===== src/rtl/fifo_rd_ctrl.sv =====
// fifo_rd_ctrl: read-side controller of an asynchronous FIFO.
// It keeps the binary and Gray read pointers and the registered empty flag.
// It drives the memory read port and feeds a 2-entry skid buffer, so the
// output stream runs at full rate and tolerates backpressure.
//
// Parameters
//   DATASIZE    - memory data word width
//   ADDRSIZE    - memory address bits (depth 2**ADDRSIZE)
//   FALLTHROUGH - "TRUE": combinational memory read (latency 0);
//                 any other value: registered read gated by rclken (latency 1)
//
// Ports
//   rclk       - read clock, the block's only clock (rising edge)
//   rrst       - synchronous active-high reset
//   rq2_wptr   - Gray write pointer, already synchronised into rclk
//   raddr      - memory read address
//   rclken     - memory read enable / pop strobe
//   rdata_mem  - memory read data
//   rptr       - registered Gray read pointer, sent to the write side
//   rempty     - registered FIFO-empty flag
//   rlevel     - registered fill level (only with FIFO_RD_LEVEL_EN)
//   m_valid/m_ready/m_data - output stream
//
// Optional feature: define FIFO_RD_LEVEL_EN to add the rlevel output.
module fifo_rd_ctrl #(
  parameter int unsigned DATASIZE    = 8,
  parameter int unsigned ADDRSIZE    = 4,
  parameter string       FALLTHROUGH = "TRUE"
) (
  input  logic                rclk,
  input  logic                rrst,
  input  logic [ADDRSIZE:0]   rq2_wptr,
  output logic [ADDRSIZE-1:0] raddr,
  output logic                rclken,
  input  logic [DATASIZE-1:0] rdata_mem,
  output logic [ADDRSIZE:0]   rptr,
  output logic                rempty,
`ifdef FIFO_RD_LEVEL_EN
  output logic [ADDRSIZE:0]   rlevel,
`endif
  output logic                m_valid,
  input  logic                m_ready,
  output logic [DATASIZE-1:0] m_data
);

  localparam int unsigned PW       = ADDRSIZE + 1;
  localparam bit          REG_READ = (FALLTHROUGH != "TRUE");

  logic [PW-1:0]       rbin;
  logic [PW-1:0]       rbin_next;
  logic [PW-1:0]       rgray_next;
  logic                pop;
  logic                fire;
  logic                capture;
  logic                credit_ok;
  logic [2:0]          occ;
  logic [1:0]          count;
  logic [1:0]          count_next;
  logic                inflight;
  logic [DATASIZE-1:0] buf1;

  // Pop control: a pop is allowed only when the word it fetches is sure to
  // find room in the skid buffer, counting the word still in the memory
  // pipeline and the word leaving on this edge.
  always_comb begin
    fire       = m_valid && m_ready;
    occ        = 3'(count) + 3'(inflight) - 3'(fire);
    credit_ok  = (occ < 3'd2);
    pop        = !rempty && credit_ok && !rrst;
    rbin_next  = rbin + PW'(pop);
    rgray_next = (rbin_next >> 1) ^ rbin_next;
    // Registered memory returns data one cycle after the pop edge.
    capture    = REG_READ ? inflight : pop;
    count_next = count + 2'(capture) - 2'(fire);
  end

  assign raddr  = rbin[ADDRSIZE-1:0];
  assign rclken = pop;

  // Pointers, empty flag and skid buffer; m_data is the buffer head.
  always_ff @(posedge rclk) begin
    if (rrst) begin
      rbin     <= '0;
      rptr     <= '0;
      rempty   <= 1'b1;
      inflight <= 1'b0;
      count    <= '0;
      m_valid  <= 1'b0;
      m_data   <= '0;
      buf1     <= '0;
    end else begin
      rbin     <= rbin_next;
      rptr     <= rgray_next;
      rempty   <= (rgray_next == rq2_wptr);
      inflight <= REG_READ && pop;
      count    <= count_next;
      m_valid  <= (count_next != 2'd0);
      case ({capture, fire})
        2'b11: begin
          // Head leaves while a new word arrives.
          if (count == 2'd2) begin
            m_data <= buf1;
            buf1   <= rdata_mem;
          end else begin
            m_data <= rdata_mem;
          end
        end
        2'b10: begin
          if (count == 2'd0) m_data <= rdata_mem;
          else               buf1   <= rdata_mem;
        end
        2'b01: m_data <= buf1;
        default: ;
      endcase
    end
  end

`ifdef FIFO_RD_LEVEL_EN
  function automatic logic [PW-1:0] gray2bin(input logic [PW-1:0] g);
    logic [PW-1:0] b;
    b[PW-1] = g[PW-1];
    for (int i = int'(PW) - 2; i >= 0; i--) b[i] = b[i+1] ^ g[i];
    return b;
  endfunction

  // Fill level as seen from the read side (write pointer is synchronised).
  always_ff @(posedge rclk) begin
    if (rrst) rlevel <= '0;
    else      rlevel <= gray2bin(rq2_wptr) - rbin;
  end
`endif

endmodule

===== config.mk =====
export PLATFORM = sky130hd
export DESIGN_NAME = fifo_rd_ctrl
export DESIGN_NICKNAME = d
export VERILOG_FILES = /design/src/rtl/fifo_rd_ctrl.sv
export SDC_FILE = /design/constraint.sdc
export NUM_CORES = 1
export LEC_CHECK = 0
export CAP_MARGIN = 10
export CORE_ASPECT_RATIO = 1.2
export CORE_MARGIN = 2
export CORE_UTILIZATION = 47
export CTS_CLUSTER_DIAMETER = 100
export CTS_CLUSTER_SIZE = 10
export DETAILED_ROUTE_END_ITERATION = 8
export PLACE_DENSITY = 0.74
export SETUP_SLACK_MARGIN = 0.4
export SLEW_MARGIN = 20
export SYNTH_ARGS = -nofsm -noshare
export SYNTH_HDL_FRONTEND = slang
export SYNTH_SLANG_ARGS = --single-unit

===== constraint.sdc =====
create_clock -name rclk -period 4.3 [get_ports rclk]
set_clock_uncertainty 0.05 [all_clocks]
set_input_delay 1.29 -clock rclk [delete_from_list [all_inputs] [get_ports rclk]]
set_output_delay 1.29 -clock rclk [all_outputs]
set_load 0.05 [all_outputs]

# [Yosys cells after proc, flatten, opt, wreduce, memory -nomap -nowiden]
# Index checks and enable logic that the tools add are counted.
[word_totals] latchBits=0 output_inout_bits=20 n_memories=0 inputBits=16 mem_bits_rw=0 regBits=30 word_cells=38 romBits=0
[classes] div_mod_pow=0 add_sub_neg=4 n_eq_ne=8 n_mux=6 bitwise=1 reduce_logical=11 multipliers=0 n_lt_le_gt_ge=1 n_shift=0
[op_table] op="$mux 8" count=4
[op_table] op="$pmux 8 s3" count=1
[op_table] op="$pmux 8 s2" count=1
[op_table] op="$eq 2x2->1 const B" count=3
[op_table] op="$ne 2x2->1 const B" count=3
[op_table] op="$add 5x1->5" count=1
[op_table] op="$eq 5x5->1" count=1
[op_table] op="$xor 4x5->5" count=1
[op_table] op="$reduce_bool 2->1" count=2
[op_table] op="$logic_and 1x1->1" count=3
[op_table] op="$lt 3x2->1 const B" count=1
[op_table] op="$reduce_and 3->1" count=1
[op_table] op="$reduce_bool 3->1" count=1
[op_table] op="$sub 2x1->3" count=1
[op_table] op="$add 2x1->2" count=1
[op_table] op="$eq 2x1->1 const B" count=1
[op_table] op="$logic_not 1->1" count=2
[op_table] op="$logic_not 2->1" count=1
[op_table] op="$reduce_and 2->1" count=1
[op_table] op="$sub 2x1->2" count=1

# [Longest topological paths before layout]
# Gate-level depths: netlist of the first run.
[logic_depth] ltp_word=8 depth_mapped=12

# [Worst setup path after synthesis of the first run]
# No wires, ideal clock.
[synth_path] kind="input to register" from="input port m_ready" to="register rempty" t_arrival_ps=4523 path_slack_ps=-344 stages=12 required_time_ps=4180 setup_time_ps=70 path_cell_list="nand2_1 -> inv_1 -> ha_1 -> xor2_1 -> nor3_1 -> ha_1 -> ha_1 -> xor2_1 -> xor2_1 -> and3_1 -> o21ai_1 -> o21bai_1"
[synth_between] elab_chain_len=8
[synth_rtl] item="from (decl)" line="42" text="input logic m_ready,"
[synth_rtl] item="$logic_and 1x1->1" line="66" text="fire = m_valid && m_ready;"
[synth_rtl] item="$sub 2x1->3" line="67" text="occ = 3'(count) + 3'(inflight) - 3'(fire);"
[synth_rtl] item="$lt 3x2->1" line="68" text="credit_ok = (occ < 3'd2);"
[synth_rtl] item="$logic_and 1x1->1 (2 in series)" line="69" text="pop = !rempty && credit_ok && !rrst;"
[synth_rtl] item="via rclken" line="34" text="output logic rclken,"
[synth_rtl] item="$add 5x1->5" line="70" text="rbin_next = rbin + PW'(pop);"
[synth_rtl] item="$xor 4x5->5" line="71" text="rgray_next = (rbin_next >> 1) ^ rbin_next;"
[synth_rtl] item="$eq 5x5->1" line="94" text="rempty <= (rgray_next == rq2_wptr);"
[synth_rtl] item="to (signal assigned)" line="94"
[synth_rtl] item="to (decl)" line="37" text="output logic rempty,"
# The timed path passes the listed nets, and every way through them passes these cells.
# A chain may end at the register's enable or synchronous reset.

# [Final worst setup path of the first run]
[layout_path] from="input port m_ready" to="output port rclken"
[layout_between] elab_chain_len=5
[layout_rtl] item="$logic_and 1x1->1" line="66"
[layout_rtl] item="$sub 2x1->3" line="67"
[layout_rtl] item="$lt 3x2->1" line="68"
[layout_rtl] item="$logic_and 1x1->1 (2 in series)" line="69"
[layout_rtl] item="to (decl)" line="34"
# Every way passes these cells.

==> impl_metrics.toml, run 1 <==
[status]
status = "completed"

[setup_path]
crit_chain = "dlygate4sd2_1 -> nand2_2 -> inv_2 -> ha_4 -> xor2_4 -> nor3_4 -> buf_12"
slowest_delay_ns = 0.26
cp.arrival_ns = 2.41
worst-path-max-fanout = 2
worstSetupPathType = "in -> out"
crit_path_end_kind = "output port"
cp.required_ns = 2.96
cp_slowest_cell = "nor3_4"
cp-start-kind = "input port"

[yosys]
ys_seq_area_share_pct = 44.6
synth_seq_cells = 29
syn-num-nets = 157
syn_inst = 133
yosys_most_used_dff = "dfxtp_1"
syn_area_um2 = 1300
synthArstFlopShare_pct = 0
yosysWarningCount = 0
synth_edf_count = 0
ys_types = 27
avgSynthCellArea_um2 = 9.78

[floorplan]
ios = 36
start_util_pct = 50.5
dieArea_um2 = 3210
die_h_um = 61.6
die_width_um = 52.0
fp.coreArea_um2 = 2580
num_rows = 20

[placed_design]
io_buffers = 35
gp_congestion = 0.742
hpwl_mm = 1.89

[final_layout]
drive_above_1_share_pct = 13.1
layout_common_cells = "33 x clkdlybuf4s50_1, 29 x dfxtp_1, 24 x nor2_1, 9 x a22oi_1"
final_nets = 199
final_common_cell = "clkdlybuf4s50_1"
diodes = 0
fillers = 205
areaGrowthSynthToFinish_pct = 41.8

[route]
drtPass1Iterations = 4
wl_per_cell_um = 12.7
wl_mm = 2.66
dr_total_vias = 1067
drc = 0
drtIter0Drc = 18
postRouteAntennaNets = 0
vias_per_cell = 5.11

[clocking]
cts.sinks = 29
clock_latency_ns = 0.32
htreeDepth = 2
clockRootBuffer = "clkbuf_4"
cts_tree = "yes"
ctsHoldBuffers = 0
cts_buffers = 5
clkTransAtPathRegs_ns = 0.09
cts_buffer_depth = 2

[timing]
relSlewSlack_pct = 59.8
tightest_slew_ns = 0.603
fin_tns_setup_ns = 0
hold_viol = 0
slew_violations = 0
max_freq_mhz = 267
rsz0062_at_grt = "no"
setup_viol = 0
period_needed_ns = 3.75
finalCritPeriodShare_pct = 87.3

[run]
drv_cap = 0

[power_and_ir_drop]
powerDensity_nw_per_um2 = 622
ir_drop_mv = 0.423
power.total_mw = 1.15
p_leak_nw = 0.728

[global_routing]
grt_max_degree = 29
overflow = 0
grt_pass1_vias = 1079
grt_usage_pct = 19.6
grt_pass1_wl_mm = 4.54
antenna_found_initial = 0

[min_path]
hp-class = "reg -> reg"
logic make-up (layout without fill, tap and decap cells):
group           Yosys count  in the layout  share of synthesized area, %
xor+xnor                 15             15                          10.1
simple gates             40             40                          13.9
flops                    29             29                          44.6
buf+inv                   9             52                          2.69
compound gates           24             24                          14.8
fa+ha+maj                 8              8                          7.69
mux                       8              8                          6.15
critical path, delay by kind of cell:
family                   cells  cell delay (ns)
XOR/XNOR                     1             0.16
adder cells (fa/ha/maj)      1             0.17
AND/OR/NAND/NOR              2             0.34
buffers and inverters        3             0.46
through the flow:
step	utilization (%)	setup WS, ns	std cells	hold WS [ns]	area (µm²)
6_report	71.6	0.548	209	0.451	1850
5_1_grt	71.6	0.477	209	0.473	1850
4_1_cts	71.6	0.543	209	0.456	1850
3_5_place_dp	66.2	0.133	198	0.436	1710
3_3_place_gp	66.2	0.213	198	0.424	1710
2_1_floorplan	-	0.583	133	0.411	1310
power by group:
part / switching [mW] / internal, mW / leakage, nW
Clock: 0.0922 / 0.139 / 0.0455
Combinational: 0.331 / 0.217 / 0.445
Sequential: 0.0431 / 0.327 / 0.237
Total: 0.466 / 0.683 / 0.728
cells in the mapped netlist (all sizes together) (2+ instances only):
| cell | count | share of area [%] |
|---|---|---|
| a211oi | 9 | 6.2 |
| nand2 | 2 | 0.58 |
| inv | 5 | 1.4 |
| nor2b | 5 | 2.4 |
| a22oi | 9 | 5.2 |
| dfxtp | 29 | 45 |
| xor2 | 8 | 5.4 |
| ha | 8 | 7.7 |
| nor3 | 2 | 0.77 |
| buf | 2 | 0.67 |
| nor2 | 26 | 7.9 |
| clkbuf | 2 | 0.58 |
| xnor2 | 7 | 4.7 |
| o21ai | 2 | 1.1 |
| nand3 | 2 | 0.77 |
| mux2i | 8 | 6.2 |
layout make-up:
| cell class | count | area (µm²) | area share, % |
|---|---|---|---|
| Timing Repair Buffer | 39 | 389 | 21.1 |
| Sequential cell | 29 | 581 | 31.5 |
| Clock buffer | 7 | 55.1 | 2.98 |
| Inverter | 5 | 18.8 | 1.02 |
| Multi-Input combinational cell | 95 | 731 | 39.6 |
| Tap cell | 33 | 41.3 | 2.24 |
| Clock inverter | 1 | 30.0 | 1.63 |
timing repair:
| item | in CTS | in global routing |
|---|---|---|
| setup buffers | 3 | 0 |
| endpoints found under the setup margin | 1 | 0 |
| resized for setup | 7 | 0 |
sequential cells by signal, indices dropped and copies added (netlist names):
signal and flops:
m_valid 1, m_data 8, buf1 8, rptr 5, rempty 1, rbin 4
count 2
final timing paths:
check	cells after the start	from	slack, ns	end
max reg2reg	10	count[0]	1.48	m_data[1]
max	7	m_ready	0.55	rclken
min reg2reg	2	buf1[7]	0.45	buf1[7]
min	2	buf1[7]	0.45	buf1[7]
per-layer routing:
layer | track usage [%] | vias to the layer above | routed length, µm
li1 | - | 540 | -
met1 | 21.4 | 490 | 1110
met2 | 34.7 | 32 | 1370
met3 | 5.10 | 5 | 123
met4 | 10.5 | 0 | 49
met5 | 0 | - | 0
No activity file was read; power rests on OpenSTA's default activity.
==> run 2: changes to the inputs <==
--- a/config.mk
+++ b/config.mk
@@ -5,6 +5,7 @@
 export SDC_FILE = /design/constraint.sdc
 export NUM_CORES = 1
 export LEC_CHECK = 0
+export ABC_CLOCK_PERIOD_IN_PS = 4300
 export CAP_MARGIN = 10
 export CORE_ASPECT_RATIO = 1.2
 export CORE_MARGIN = 2
@@ -12,7 +13,7 @@
 export CTS_CLUSTER_DIAMETER = 100
 export CTS_CLUSTER_SIZE = 10
 export DETAILED_ROUTE_END_ITERATION = 8
-export PLACE_DENSITY = 0.74
+export PLACE_DENSITY = 0.85
 export SETUP_SLACK_MARGIN = 0.4
 export SLEW_MARGIN = 20
 export SYNTH_ARGS = -nofsm -noshare
==> run 2 against run 1 <==
Against the previous run: critical path depth did not move; highest routed layer unchanged; critical path type unchanged; sequential share of layout area rose by 0.13 points; global-route usage rose by 0.25 points.
==> impl_metrics.toml, run 2 (same netlist as run 1, synthesis figures left out) <==
[floorplan]
die_h_um = 61.6
die_width_um = 52.0
num_rows = 20
fp.coreArea_um2 = 2580
ios = 36
start_util_pct = 50.5
dieArea_um2 = 3210

[clocking]
cts.sinks = 29
clockRootBuffer = "clkbuf_4"
cts_tree = "yes"
clkTransAtPathRegs_ns = 0.08
cts_buffers = 5
cts_buffer_depth = 2
htreeDepth = 2
clock_latency_ns = 0.32

[placed_design]
dpl-instance-area_um2 = 1730
io_buffers = 35
dpl_worst_slack_ns = 0.181
hpwl_mm = 2.03
gp_congestion = 0.816

[final_layout]
design_area_um2 = 1840
final_nets = 202
fillers = 197
final_util_pct = 71.3
drive_above_1_share_pct = 14.0
multi_input_area_um2 = 731
layout_common_cells = "33 x clkdlybuf4s50_1, 29 x dfxtp_1, 24 x nor2_1, 9 x a22oi_1"
final_common_cell = "clkdlybuf4s50_1"
areaGrowthSynthToFinish_pct = 41.2
diodes = 0
regArea_um2 = 581
reg_top3 = "buf1 (8), m_data (8), rptr (5)"

[timing]
tightest_slew_ns = 0.507
finalCritPeriodShare_pct = 87.3
slew_violations = 0
setup_viol = 0
setup_slack_ns = 0.548
hold_viol = 0
period_needed_ns = 3.75
relSlewSlack_pct = 66.1
max_freq_mhz = 267
fin_tns_setup_ns = 0
rsz0062_at_grt = "no"

[route]
dr_total_vias = 1071
wl_per_cell_um = 12.6
drtPass1Iterations = 4
wl_mm = 2.67
drtIter0Drc = 10
vias_per_cell = 5.08
drc = 0
postRouteAntennaNets = 0

[power_and_ir_drop]
powerDensity_nw_per_um2 = 594
ir_drop_mv = 0.345
p_leak_nw = 0.729
power.total_mw = 1.09

[setup_path]
cp.required_ns = 2.96
worst-path-max-fanout = 2
crit_path_end_kind = "output port"
cp.arrival_ns = 2.41
worstSetupPathType = "in -> out"
cp-start-kind = "input port"

[global_routing]
grt-busiest-layer = "met2"
use_met3_pct = 5.10
grt_pass1_vias = 1042
grt_usage_pct = 19.8
gr-usage-met2_pct = 33.5
grt_pass1_wl_mm = 4.58
overflow = 0
antenna_found_initial = 0
use_met1_pct = 23.8
grt_max_degree = 29

[min_path]
hp-class = "reg -> reg"

[run]
drv_cap = 0

[status]
status = "completed"
run 2: layer usage:
metal  share of wire [%]  up-vias
met5                   0        -
met1                  43      497
met2                  52       19
met3                 3.1        5
li1                    -      550
met4                 1.7        0
run 2: cell type report:
cell class / count / area share (%)
multi-input combinational: 95 / 39.8
timing repair buffer: 42 / 22.4
inverter: 5 / 1.02
clock buffer: 7 / 3.00
tap: 33 / 2.25
sequential: 29 / 31.6
run 2: where the power goes:
group | total [mW] | switching (mW) | internal (mW)
clock | 0.162 | 0.0848 | 0.0770
combinational | 0.558 | 0.331 | 0.227
sequential | 0.372 | 0.0451 | 0.327
total | 1.09 | 0.461 | 0.631
run 2: worst max-delay path: stages:
cell and delay, ns:
dlygate4sd2_1 0.25, nand2_2 0.09, inv_2 0.05, ha_4 0.17, xor2_4 0.16, nor3_4 0.23, buf_12 0.17
run 2: per-stage QoR:
stage	hold WS [ns]	std cells
floorplan	0.411	133
CTS	0.457	211
global placement	0.426	201
finish	0.453	211
global route	0.477	211
detailed placement	0.438	201
run 2: what timing repair did:
action / in CTS / in global routing
endpoints found under the setup margin: 1 / 0
gates resized for setup: 7 / 0
hold buffers: 0 / 0
setup buffers: 3 / 0
run 2: path summary, 6_finish.rpt:
kind | start | slack, ns | cells past startpoint | end
max | m_ready | 0.55 | 7 | rclken
min | m_data[7] | 0.45 | 2 | m_data[7]
max reg2reg | count[0] | 1.52 | 11 | m_data[7]
min reg2reg | m_data[7] | 0.45 | 2 | m_data[7]
==> run 3: changes to the inputs <==
--- a/config.mk
+++ b/config.mk
@@ -13,6 +13,7 @@
 export CTS_CLUSTER_DIAMETER = 100
 export CTS_CLUSTER_SIZE = 10
 export DETAILED_ROUTE_END_ITERATION = 8
+export MAX_ROUTING_LAYER = met4
 export PLACE_DENSITY = 0.85
 export SETUP_SLACK_MARGIN = 0.4
 export SLEW_MARGIN = 20
==> run 3 against run 2 <==
Against the previous run: via count decreased by 0.37%; register-to-register slack barely moved; routed wire length unchanged; setup slack about the same; worst hold slack did not move; sequential share of layout area unchanged; sequential power barely moved; design area unchanged; die area did not move; count of clock-buffer cells in the layout unchanged; critical path type unchanged; critical endpoint unchanged; largest cell class unchanged; highest routed layer unchanged.
==> impl_metrics.toml, run 3 (same netlist as run 1, synthesis figures left out) <==
[power_and_ir_drop]
p_clk_share_pct = 14.8
p_sw_share_pct = 42.2
p_leak_nw = 0.729
pwr-share-comb_pct = 51.1
p_int_mw = 0.631
ir_drop_mv = 0.345
powerDensity_nw_per_um2 = 594
p_seq_share_pct = 34.1
switchingPower_mw = 0.461

[floorplan]
die_width_um = 52.0
num_rows = 20
dieArea_um2 = 3210
ios = 36
start_util_pct = 50.5
fp.coreArea_um2 = 2580
die_h_um = 61.6

[setup_path]
worstSetupPathType = "in -> out"
critPathLaunch = "m_ready"
r2r_cells = 11
cp.arrival_ns = 2.41
worst-path-max-fanout = 2
r2r_slack_ns = 1.53
reg2reg_to = "m_data[7]"
cp-start-kind = "input port"
cp.required_ns = 2.96
rr_startpoint = "count[0]"
crit_path_end_kind = "output port"

[clocking]
cts_tree = "yes"
clock_latency_ns = 0.32
clkTransAtPathRegs_ns = 0.08
cts_buffers = 5
cts.sinks = 29
cts_buffer_depth = 2
clockRootBuffer = "clkbuf_4"
ctsHoldBuffers = 0
htreeDepth = 2

[final_layout]
final_nets = 202
final_cell_count_no_fill = 211
layout_common_cells = "33 x clkdlybuf4s50_1, 29 x dfxtp_1, 24 x nor2_1, 9 x a22oi_1"
diodes = 0
design_area_um2 = 1840
fillers = 197
areaGrowthSynthToFinish_pct = 41.2
drive_above_1_share_pct = 14.0
final_util_pct = 71.3
final_common_cell = "clkdlybuf4s50_1"
reg_top3 = "buf1 (8), m_data (8), rptr (5)"

[timing]
setup_viol = 0
worst_hold_slack_ns = 0.453
period_needed_ns = 3.75
relSlewSlack_pct = 66.1
rsz0062_at_grt = "no"
hold_viol = 0
tightest_slew_ns = 0.507
finalCritPeriodShare_pct = 87.3
slew_violations = 0
max_freq_mhz = 267
fin_tns_setup_ns = 0

[global_routing]
grt_usage_pct = 20.5
overflow = 0
antenna_found_initial = 0
grt_pass1_vias = 1038
grt_max_degree = 29
grt_pass1_wl_mm = 4.60

[route]
drc = 0
wl_mm = 2.67
vias_per_cell = 5.06
postRouteAntennaNets = 0
drtIter0Drc = 9
dr_total_vias = 1067
wl_per_cell_um = 12.6
drtPass1Iterations = 4

[placed_design]
dpl-instance-area_um2 = 1730
dp_cells = 201
io_buffers = 35
gp_congestion = 0.829
hpwl_mm = 2.03

[status]
status = "completed"

[min_path]
min_from = "m_data[7]"
min_delay_path_depth = 2
min_to = "m_data[7]"
hp-class = "reg -> reg"

[run]
drv_cap = 0
## run 3: cell counts in the layout (fill, tap and decap cells not counted)
No cell type changed its count.
## run 3: routing by layer
layer  GRT usage (%)  part of all wire, %  up-vias
met2            33.3                   52       19
li1                -                    -      549
met3            5.10                  3.1        5
met5               -                    0        -
met4            9.02                  1.7        0
met1            24.1                   44      494
## run 3: cell type report
cell class              instances  area, µm²  share of cell area [%]
multi-input cells              95        731                    39.8
flip-flops and latches         29        581                    31.6
well taps                      33       41.3                    2.25
clock buffers                   7       55.1                    3.00
inverters                       5       18.8                    1.02
repair buffers                 42        412                    22.4
## run 3: repair_timing
| item | 4_1_cts | 5_1_grt |
|---|---|---|
| setup endpoints to repair | 1 | 0 |
| buffers inserted | 3 | 0 |
| resized for setup | 7 | 0 |
## run 3: critical path, stage by stage
cell and delay [ns]:
dlygate4sd2_1 0.25, nand2_2 0.09, inv_2 0.05, ha_4 0.17, xor2_4 0.16, nor3_4 0.23, buf_12 0.17
## run 3: power groups by stage
stage	Combinational, mW	Clock (mW)	Sequential (mW)
after floorplan	0.240	0	0.503
after global placement	0.518	0	0.371
after detailed placement	0.531	0	0.375
after CTS	0.559	0.167	0.373
after global routing	0.603	0.178	0.381
final	0.558	0.162	0.372
## run 3: worst max-delay path by stage
stage,end,slack [ns],cells past startpoint
after floorplan,rempty,0.58,12
after global placement,m_data[7],0.29,12
after detailed placement,m_data[7],0.18,12
after CTS,rclken,0.57,7
after global routing,rclken,0.50,7
final,rclken,0.55,7
## run 3: through the flow
stage / setup WS, ns / total power, mW
5_1_grt: 0.496 / 1.16
3_3_place_gp: 0.286 / 0.889
6_report: 0.548 / 1.09
4_1_cts: 0.568 / 1.10
3_5_place_dp: 0.181 / 0.906
2_1_floorplan: 0.583 / 0.744
